File: config.mk
export PLATFORM = sky130hd
export DESIGN_NAME = detector_jogada
export DESIGN_NICKNAME = d
export VERILOG_FILES = /design/src/rtl/detector_jogada.sv
export SDC_FILE = /design/constraint.sdc
export NUM_CORES = 1
export LEC_CHECK = 0
export CORE_MARGIN = 5
export CORE_UTILIZATION = 45
export DETAILED_ROUTE_END_ITERATION = 6
export PLACE_DENSITY = 0.85
export SYNTH_ARGS = -nofsm -noshare
export SYNTH_HDL_FRONTEND = slang
export SYNTH_SLANG_ARGS = --single-unit
File: constraint.sdc
create_clock -name clock -period 1.9 [get_ports clock]
set_input_delay 0.19 -clock clock [delete_from_list [all_inputs] [get_ports clock]]
set_output_delay 0.19 -clock clock [all_outputs]
set_load 0.02 [all_outputs]
File: src/rtl/detector_jogada.sv
// rtl/detector_jogada.sv - switch debouncer and one-hot play classifier
module detector_jogada #(
   parameter int DEBOUNCE_CYCLES = 4
) (
   input  logic       clock,
   input  logic       reset,
   input  logic       habilita,
   input  logic [3:0] chaves,
   output logic [3:0] jogada,
   output logic       jogada_feita,
   output logic       jogada_invalida,
   output logic       tem_jogada,
   output logic [2:0] db_estado
);

   localparam int CW = $clog2(DEBOUNCE_CYCLES) + 1;
   localparam logic [CW-1:0] CNT_LAST = CW'(DEBOUNCE_CYCLES - 1);
   localparam logic [CW-1:0] CNT_ONE  = CW'(1);

   typedef enum logic [2:0] {
      OCIOSO        = 3'd0,
      FILTRANDO     = 3'd1,
      REGISTRA      = 3'd2,
      ESPERA_SOLTAR = 3'd3
   } estado_t;

   estado_t        estado_q, estado_d;
   logic [3:0]     amostra_q, amostra_d;
   logic [CW-1:0]  cnt_q, cnt_d;
   logic [3:0]     jogada_q, jogada_d;
   logic           valida_q, valida_d;

   function automatic logic one_hot(input logic [3:0] v);
      return (v == 4'b0001) || (v == 4'b0010) || (v == 4'b0100) || (v == 4'b1000);
   endfunction

   // state and datapath registers; reset wins over every transition
   always_ff @(posedge clock) begin
      if (!reset) begin
         estado_q  <= OCIOSO;
         amostra_q <= 4'd0;
         cnt_q     <= '0;
         jogada_q  <= 4'd0;
         valida_q  <= 1'b0;
      end else begin
         estado_q  <= estado_d;
         amostra_q <= amostra_d;
         cnt_q     <= cnt_d;
         jogada_q  <= jogada_d;
         valida_q  <= valida_d;
      end
   end

   // next-state logic: filter a stable press, classify it, then wait for release
   always_comb begin
      estado_d  = estado_q;
      amostra_d = amostra_q;
      cnt_d     = cnt_q;
      jogada_d  = jogada_q;
      valida_d  = valida_q;
      case (estado_q)
         OCIOSO: begin
            if (habilita && (chaves != 4'd0)) begin
               amostra_d = chaves;
               cnt_d     = CNT_ONE;
               estado_d  = FILTRANDO;
            end
         end
         FILTRANDO: begin
            if (!habilita || (chaves == 4'd0)) begin
               estado_d = OCIOSO;
            end else if (chaves != amostra_q) begin
               // any change restarts the filter, even on the completing edge
               amostra_d = chaves;
               cnt_d     = CNT_ONE;
            end else if (cnt_q == CNT_LAST) begin
               estado_d = REGISTRA;
               valida_d = one_hot(amostra_q);
               if (one_hot(amostra_q)) begin
                  jogada_d = amostra_q;
               end
            end else begin
               cnt_d = cnt_q + CNT_ONE;
            end
         end
         REGISTRA: begin
            estado_d = ESPERA_SOLTAR;
            cnt_d    = '0;
         end
         ESPERA_SOLTAR: begin
            if (chaves != 4'd0) begin
               cnt_d = '0;
            end else if (cnt_q == CNT_LAST) begin
               estado_d = OCIOSO;
               cnt_d    = '0;
            end else begin
               cnt_d = cnt_q + CNT_ONE;
            end
         end
         default: begin
            estado_d = OCIOSO;
         end
      endcase
   end

   assign jogada          = jogada_q;
   assign jogada_feita    = (estado_q == REGISTRA) && valida_q;
   assign jogada_invalida = (estado_q == REGISTRA) && !valida_q;
   assign tem_jogada      = (estado_q == REGISTRA) || (estado_q == ESPERA_SOLTAR);
   assign db_estado       = estado_q;

endmodule

==> results.sh <==
export IMPL_outcome="finished, final reports clean"
export IMPL_ys_warn_count=0
export IMPL_ant_nets=0
export IMPL_worst_slew_pin_transition_ns=0.540
export IMPL_r2r_start="amostra_q[3]$_SDFFE_PN0P_"
export IMPL_grt_pass1_vias=650
export IMPL_cp_startpoint="amostra_q[3]$_SDFFE_PN0P_"
export IMPL_timing_rr_end="amostra_q[3]$_SDFFE_PN0P_"
export IMPL_numCtsBuffers=3
export IMPL_track_usage_pct=13.9
export IMPL_cellPowerDensity_nw_per_um2=619
export IMPL_finalCritPeriodShare_pct=94.5
export IMPL_swShare_pct=24.7
export IMPL_startpoint_type="register"
export IMPL_die_area_um2=2610
export IMPL_layout_drive_gt1_share_pct=13.5
export IMPL_num_nets_final=122
export IMPL_rows=14
export IMPL_power_switching_mw=0.154
export IMPL_fillerInstances=135
export IMPL_endpoint_kind="register"
export IMPL_drc=0
export IMPL_avgSynthCellArea_um2=8.72
export IMPL_finalCriticalPeriod_ns=1.80
export IMPL_seqPwrFrac_pct=50.5
export IMPL_worstSetupPathType="reg -> reg"
export IMPL_finalWorstSetupSlack_ns=0.105
export IMPL_required_ns=2.06
export IMPL_ys_ff_latch=14
export IMPL_synth_seq_area_share_pct=37.0
export IMPL_worstHoldStart="jogada[3]$_SDFFE_PN0P_"
export IMPL_root_buffer="clkbuf_4"
export IMPL_grt_pass1_wl_um=2700
export IMPL_fin_tns_setup_ns=0
export IMPL_antenna_found_initial=0
export IMPL_place_ws_ns=-0.0840
export IMPL_fmax_mhz=557
export IMPL_num_vias=708
export IMPL_post_cts_buffers=0
export IMPL_maxSlewViolCount=0
export IMPL_clkPwrFrac_pct=33.7
export IMPL_synthToLayoutAreaGrowth_pct=33.0
export IMPL_p_leak_nw=0.382
export IMPL_grt_max_degree=14
export IMPL_rsz0062_at_grt="false"
export IMPL_crit_end="amostra_q[3]$_SDFFE_PN0P_"
export IMPL_core_area_um2=1560
export IMPL_cts_tree="yes"
export IMPL_synthesis_area_um2=758
export IMPL_die_h_um=51.1
export IMPL_ys_top_cells_by_area="dfxtp_1, mux2i_1, ha_1"
export IMPL_clk_latency_ns=0.28
export IMPL_synth_cells=87
export IMPL_place_area_um2=973
export IMPL_routabilityCongestion=0.907
export IMPL_synth_top_area_cell="dfxtp_1"
export IMPL_rrSetupSlack_ns=0.10
export IMPL_worstPathMaxFanout=7
export IMPL_clk_pin_slew_ns=0.09
export IMPL_hold_ws_ns=0.468
export IMPL_port_buffers=15
export IMPL_drtIter0Drc=11
export IMPL_p_int_mw=0.470
export IMPL_hold_viol=0
export IMPL_syn_nets=97
export IMPL_design_area_um2=1010
export IMPL_r2r_cells=6
export IMPL_firstDrtPassIters=4
export IMPL_final_cell_mix="dfxtp_1, clkdlybuf4s50_1, nor2_1, nand2_1, buf_4"
export IMPL_routed_wl_um=1640
export IMPL_fin_skew_ns=0.0105
export IMPL_start_util_pct=48.6
export IMPL_p_comb_share_pct=15.7
export IMPL_cts_sinks=14
export IMPL_post_route_util_pct=64.7
export IMPL_drv_cap=0
export IMPL_ys_types=30
export IMPL_cts_buffer_depth=2
export IMPL_dp_hpwl_um=1340
export IMPL_slew_headroom_pct=63.8
export IMPL_io_pins=17
export IMPL_die_w_um=51.1
export IMPL_wl_per_cell_um=12.9
export IMPL_hp_class="reg -> reg"
export IMPL_synthDominantCellAreaShare_pct=37.0
export IMPL_vdd_drop_max_mv=0.410
export IMPL_htree_levels=1
export IMPL_antenna_cells=0
export IMPL_critPathArrivalTime_ns=1.96
export IMPL_grt_overflow=0
export IMPL_via_per_inst=5.57
export IMPL_setup_viol=0
critical path: stages, from the launching register on:
cell,delay [ns]
dfxtp_1,0.48
xnor2_1,0.15
nand4_1,0.10
buf_4,0.18
o211ai_1,0.46
mux2i_1,0.26
nor2_1,0.05
cell families after synthesis:
family                     synth area share [%]
adders and majority gates                  4.95
and+or+nand+nor                            18.2
other                                     0.495
AOI/OAI and AO/OA                          22.9
muxes                                      5.28
buffers and inverters                      5.45
DFF                                        37.0
xor gates and xnor gates                   5.78
worst min-delay path by stage:
stage                                      to  cells after the start
floorplan           amostra_q[0]$_SDFFE_PN0P_                      2
global placement       jogada[2]$_SDFFE_PN0P_                      2
detailed placement     jogada[3]$_SDFFE_PN0P_                      2
CTS                    jogada[3]$_SDFFE_PN0P_                      2
global route           jogada[3]$_SDFFE_PN0P_                      2
finish                 jogada[3]$_SDFFE_PN0P_                      2
flip-flops by register name (all words and copies together) (netlist names):
| name | flops |
|---|---|
| cnt_q | 3 |
| valida_q | 1 |
| jogada | 4 |
| amostra_q | 4 |
| db_estado | 2 |
synthesized netlist by cell type:
master	n
nor3_1	2
a31oi_1	2
buf_4	1
o32ai_2	1
o41a_1	1
o21a_1	1
nand2b_1	1
conb_1	1
or4_4	1
xor2_1	1
a211oi_1	3
xnor2_1	4
dfxtp_1	14
a21oi_1	2
o31a_1	1
nand3_1	5
and3_1	2
nand2_1	8
nand4_1	1
o211ai_1	2
inv_1	7
ha_1	3
clkbuf_1	2
o31ai_1	1
a2111oi_4	1
o21ai_0	5
o311a_1	1
nor4_1	1
mux2i_1	4
nor2_1	8
routing by layer:
metal | part of all wire [%] | vias to the layer above | track usage, %
li1 | - | 357 | -
met1 | 44 | 330 | 16.3
met2 | 49 | 19 | 22.7
met3 | 5.4 | 2 | 4.36
met4 | 1.4 | 0 | 7.17
met5 | 0 | - | 0
per-stage QoR:
step | std cells | power [mW]
global placement | 123 | 0.418
floorplan | 87 | 0.378
finish | 127 | 0.625
CTS | 127 | 0.631
global route | 127 | 0.657
detailed placement | 123 | 0.421
layout make-up:
class / count / area, um2 / area share [%]
clock buffer: 4 / 36.3 / 3.60
inverter: 7 / 26.3 / 2.61
multi-input combinational: 63 / 437 / 43.3
sequential: 14 / 280 / 27.8
tap: 16 / 20.0 / 1.99
timing repair buffer: 23 / 209 / 20.7
what timing repair did:
action,4_1_cts,5_1_grt
hold buffers,0,0
pin swaps,0,1
gates resized for setup,1,0
setup endpoints to repair,1,2
power by group through the flow:
stage               registers (mW)  logic, mW  clock network [mW]
finish                       0.316     0.0982               0.211
global route                 0.317      0.108               0.232
floorplan                    0.321     0.0567                   0
detailed placement           0.322     0.0982                   0
global placement             0.322     0.0958                   0
CTS                          0.315     0.0986               0.217
No activity file was read; power rests on OpenSTA's default activity.
